### src/rtl/renas_ahb2apb_bridge.sv
// AHB-Lite to APB bridge: one outstanding transfer, registered AHB response,
// one-hot APB select decoded from a slave-index field of the address.
module renas_ahb2apb_bridge #(
    parameter int ADDR_WIDTH   = 32,
    parameter int DATA_WIDTH   = 32,
    parameter int NUM_SLV      = 4,
    parameter int SLV_ADDR_BIT = 12
) (
    input  logic                  hclk,
    input  logic                  hreset_n,
    input  logic                  hsel,
    input  logic [ADDR_WIDTH-1:0] haddr,
    input  logic [1:0]            htrans,
    input  logic                  hwrite,
    input  logic [2:0]            hsize,
    input  logic [DATA_WIDTH-1:0] hwdata,
    input  logic                  hready,
    output logic                  hreadyout,
    output logic                  hresp,
    output logic [DATA_WIDTH-1:0] hrdata,
    output logic [ADDR_WIDTH-1:0] paddr,
    output logic [NUM_SLV-1:0]    psel,
    output logic                  penable,
    output logic                  pwrite,
    output logic [DATA_WIDTH-1:0] pwdata,
    input  logic [DATA_WIDTH-1:0] prdata,
    input  logic                  pready,
    input  logic                  pslverr
);

    localparam int IDX_W = (NUM_SLV > 1) ? $clog2(NUM_SLV) : 1;

    typedef enum logic [2:0] {
        S_IDLE,
        S_WWAIT,
        S_SETUP,
        S_ACCESS,
        S_ERR1,
        S_ERR2
    } state_t;

    state_t state;

    logic trans_req;
    logic can_accept;
    logic accept;
    logic size_ok;

    assign trans_req  = (htrans == 2'b10) || (htrans == 2'b11);
    assign can_accept = (state == S_IDLE) || (state == S_ERR2);
    assign accept     = hsel & trans_req & hready & can_accept;
    assign size_ok    = (hsize <= 3'b010);

    function automatic logic [NUM_SLV-1:0] slv_dec(
        input logic [ADDR_WIDTH-1:0] a
    );
        logic [NUM_SLV-1:0] s;
        s = '0;
        for (int k = 0; k < NUM_SLV; k++) begin
            s[k] = (NUM_SLV == 1) ||
                   (a[SLV_ADDR_BIT +: IDX_W] == IDX_W'(k));
        end
        return s;
    endfunction

    // All outputs are updated together with the state, so each one
    // reflects the state being entered rather than a decode of it.
    always_ff @(posedge hclk or negedge hreset_n) begin
        if (!hreset_n) begin
            state     <= S_IDLE;
            hreadyout <= 1'b1;
            hresp     <= 1'b0;
            hrdata    <= '0;
            paddr     <= '0;
            psel      <= '0;
            penable   <= 1'b0;
            pwrite    <= 1'b0;
            pwdata    <= '0;
        end else begin
            unique case (state)
                S_IDLE, S_ERR2: begin
                    if (accept) begin
                        paddr     <= haddr;
                        pwrite    <= hwrite;
                        hreadyout <= 1'b0;
                        if (!size_ok) begin
                            state <= S_ERR1;
                            hresp <= 1'b1;
                        end else if (hwrite) begin
                            state <= S_WWAIT;
                            hresp <= 1'b0;
                        end else begin
                            state   <= S_SETUP;
                            hresp   <= 1'b0;
                            psel    <= slv_dec(haddr);
                            penable <= 1'b0;
                        end
                    end else begin
                        state     <= S_IDLE;
                        hreadyout <= 1'b1;
                        hresp     <= 1'b0;
                    end
                end
                S_WWAIT: begin
                    state   <= S_SETUP;
                    pwdata  <= hwdata;
                    psel    <= slv_dec(paddr);
                    penable <= 1'b0;
                end
                S_SETUP: begin
                    state   <= S_ACCESS;
                    penable <= 1'b1;
                end
                S_ACCESS: begin
                    if (pready) begin
                        psel    <= '0;
                        penable <= 1'b0;
                        if (pslverr) begin
                            state <= S_ERR1;
                            hresp <= 1'b1;
                        end else begin
                            state     <= S_IDLE;
                            hreadyout <= 1'b1;
                            if (!pwrite) begin
                                hrdata <= prdata;
                            end
                        end
                    end
                end
                S_ERR1: begin
                    state     <= S_ERR2;
                    hreadyout <= 1'b1;
                    hresp     <= 1'b1;
                end
                default: begin
                    state     <= S_IDLE;
                    hreadyout <= 1'b1;
                    hresp     <= 1'b0;
                    psel      <= '0;
                    penable   <= 1'b0;
                end
            endcase
        end
    end

endmodule

### config.mk
export PLATFORM = sky130hd
export DESIGN_NAME = renas_ahb2apb_bridge
export DESIGN_NICKNAME = d
export VERILOG_FILES = /design/src/rtl/renas_ahb2apb_bridge.sv
export SDC_FILE = /design/constraint.sdc
export NUM_CORES = 1
export LEC_CHECK = 0
export BUFFER_PORTS_ARGS = -buffer_cell sky130_fd_sc_hd__buf_2
export CORE_ASPECT_RATIO = 0.7
export CORE_MARGIN = 2
export CORE_UTILIZATION = 43
export CTS_BUF_LIST = sky130_fd_sc_hd__clkbuf_4
export DETAILED_ROUTE_END_ITERATION = 8
export HOLD_SLACK_MARGIN = 0.02
export PLACE_DENSITY = 0.78
export SYNTH_ARGS = -nofsm -noshare
export SYNTH_HDL_FRONTEND = slang
export SYNTH_SLANG_ARGS = --single-unit
### constraint.sdc
create_clock -name hclk -period 1.8 [get_ports hclk]
set_input_delay 0.18 -clock hclk [delete_from_list [all_inputs] [get_ports hclk]]
set_output_delay 0.18 -clock hclk [all_outputs]
set_load 0.05 [all_outputs]
==> results.toml <==
[synth]
synth_top_area_cell = "dfrtp_1"
netlist_area_mm2 = 0.00427
synth_fp_nets = 385
ys.warnings.count = 0
synth.avg_cell_area_um2 = 15.4
synthTopCellsByArea = "dfrtp_1, mux2_2, buf_6, a21oi_1, buf_2"
synthFlopType = "dfrtp_1"
seq_area_frac_synth = 0.627
ys_seq_elements = 107
yosys.area.top_type_share = 0.621
ys_async_sr_fraction = 1.00
synth_edf_count = 0
synthCells = 277
synth_cell_types = 37

[pwr]
power_density_mw_per_mm2 = 2010
max-vdd-ir-drop_mv = 1.47
p_leak_nw = 3.28

[cts]
clock-sinks = 107
root_buffer = "clkbuf_4"
clkTransAtPathRegs_ps = 150
cts_made_buffers = 9
htree_levels = 3
clk_path_buf_depth = 2
postCtsResizedCells = 0
cts_tree = "yes"
clock_latency_ps = 450

[worst_setup_path]
max_stage_delay_ps = 570
crit_slowest_cell = "dfrtp_1"
required_ps = 2130
cp-end-kind = "register"
cp.arrival_ps = 2050
path_class = "register to register"
reg2reg_from = "state[1]"
r2r-end = "hrdata[19]"
crit_chain = "nand3_1 -> nor2_1 -> nand2_1 -> buf_4 -> mux2_2"
reg2reg_depth = 5
critPathLaunchType = "register"
critPathMaxFanout = 32
r2r_slack_ps = 80

[timing]
drv_slew = 0
finalCriticalPeriod_ps = 1720
rsz0062_at_grt = "no"
tightest_slew_ps = 512
setup_viol = 0
fmax_mhz = 580
hold_viol = 0
slew-limit-headroom = 0.659
clock_skew_ps = 11.0
post-route-period-util = 0.957
setup_slack_ps = 77.0
tns_ps = 0

[global_route]
grtUsageTotal = 0.229
grt_pass1_wl_um = 18600
grt-ovfl-total = 0
antenna_found_initial = 0
grt_max_degree = 39
grt_pass1_vias = 3828

[layout]
fillers = 677
stdcell_count = 727
num-nets-final = 702
antennaDiodeCount = 0
synthToLayoutAreaGrowth_pct = 55.9
design_area_mm2 = 0.00666
drive_gt1_frac = 0.579

[floorplan]
coreArea_mm2 = 0.00968
ios = 212
die_x_um = 123
start_util = 0.441
rows = 30
dieArea_mm2 = 0.0108
die_h_um = 87.4

[route]
dr.pass1.iters = 4
num_vias = 3512
drc_errors = 0
vias_per_cell = 4.83
wl_per_cell_um = 16.7
drt_iter0_markers = 71
drt.antenna.violating_nets = 0
totalWireLength_um = 12100

[placement]
gp_congestion = 0.720
place_inst = 613
portBuffers = 210
placed_cell_area_mm2 = 0.00554
hpwlAfterDp_um = 7560
place_ws_ps = 99.5

[min_path]
hold-path-endpoint = "state[2]"
hold_path.class = "input pin to register"
min_path_cells = 3
holdCritStartpoint = "hsize[2]"

[status]
status = "complete, no violations"

[run]
maxCapViolCount = 0
-- what timing repair did --
| action | CTS | global route |
|---|---|---|
| endpoints found under the hold margin | 132 | 0 |
| buffers inserted | 0 | 0 |
| hold buffers | 98 | 0 |
| setup endpoints to repair | 0 | 0 |
-- worst max-delay path: cells and delay by family (launching register included) --
kind,cells,cell delay (ps)
multiplexers,1,390
buffers and inverters,1,360
AND/OR/NAND/NOR,3,290
flip-flops,1,570
-- power by group --
group          internal [mW]  switching, mW
Sequential              3.55          0.678
Clock                  0.420          0.780
Combinational           2.42           5.54
Total                   6.39           7.00
-- cells in the final DEF (no fill, tap or decap), types with 2 or more instances in the layout --
master	count
buf_4	10
buf_12	4
inv_1	2
mux2_2	99
nor2_1	7
dfrtp_1	106
nor3_4	2
nand3_1	2
nor3_1	3
clkinv_2	2
nand2b_1	2
nor3b_1	3
a21oi_1	8
dlygate4sd3_1	98
nand2_1	2
or3_1	2
clkinv_4	2
buf_2	209
o21ai_0	3
clkbuf_4	9
mux2_1	3
-- cell type report --
| type | instances | area [um^2] | area share |
|---|---|---|---|
| sequential | 107 | 2680 | 0.402 |
| clock inverter | 7 | 68.8 | 0.0103 |
| inverter | 2 | 7.51 | 0.00113 |
| clock buffer | 9 | 67.6 | 0.0101 |
| multi-input combinational | 153 | 1490 | 0.224 |
| tap | 128 | 160 | 0.0241 |
| timing repair buffer | 321 | 2180 | 0.328 |
-- per-stage QoR --
stage | power, mW | hold WS [ps] | utilization
detailed placement | 12.0 | 190 | 0.572
floorplan | 10.0 | -116 | -
CTS | 13.4 | 56.9 | 0.688
finish | 13.4 | 92.5 | 0.688
global placement | 11.8 | 178 | 0.572
global route | 14.1 | 74.7 | 0.688
-- cells by family after synthesis --
| kind of cell | Yosys count | synth area share |
|---|---|---|
| buf+inv | 17 | 0.0243 |
| compound gates | 21 | 0.0337 |
| flops | 107 | 0.627 |
| simple gates | 26 | 0.0366 |
| xor+xnor | 2 | 0.00410 |
| fa+ha+maj | 1 | 0.00264 |
| mux | 103 | 0.271 |
-- worst max path at each step --
| stage | start | endpoint |
|---|---|---|
| floorplan | state[0] | paddr[10] |
| global placement | hsize[1] | psel[1] |
| detailed placement | state[1] | hrdata[1] |
| CTS | state[1] | hrdata[11] |
| global route | state[1] | psel[3] |
| finish | state[1] | hrdata[19] |
-- synth_stat cells (2+ instances only) --
cell        n
dfrtp_1   106
mux2_2     99
a21oi_1     8
buf_2       8
nor2_1      7
buf_6       4
mux2_1      3
nor3_1      3
nor3b_1     3
o21ai_0     3
clkbuf_1    2
inv_1       2
nand2_1     2
nand2b_1    2
nand3_1     2
or3_1       2
-- sequential cells by signal, summed over array words and instances, names as in the netlist --
register	flops
hrdata	32
hreadyout	1
hresp	1
paddr	32
penable	1
psel	4
pwdata	32
pwrite	1
state	3
-- layer usage --
layer,GRT usage,wire length (um),vias up
met2,0.404,5960,153
met5,0,0,-
li1,-,-,1628
met4,0.0816,302,0
met3,0.0857,1060,27
met1,0.256,4790,1704
(Power assumes the default switching activity.)
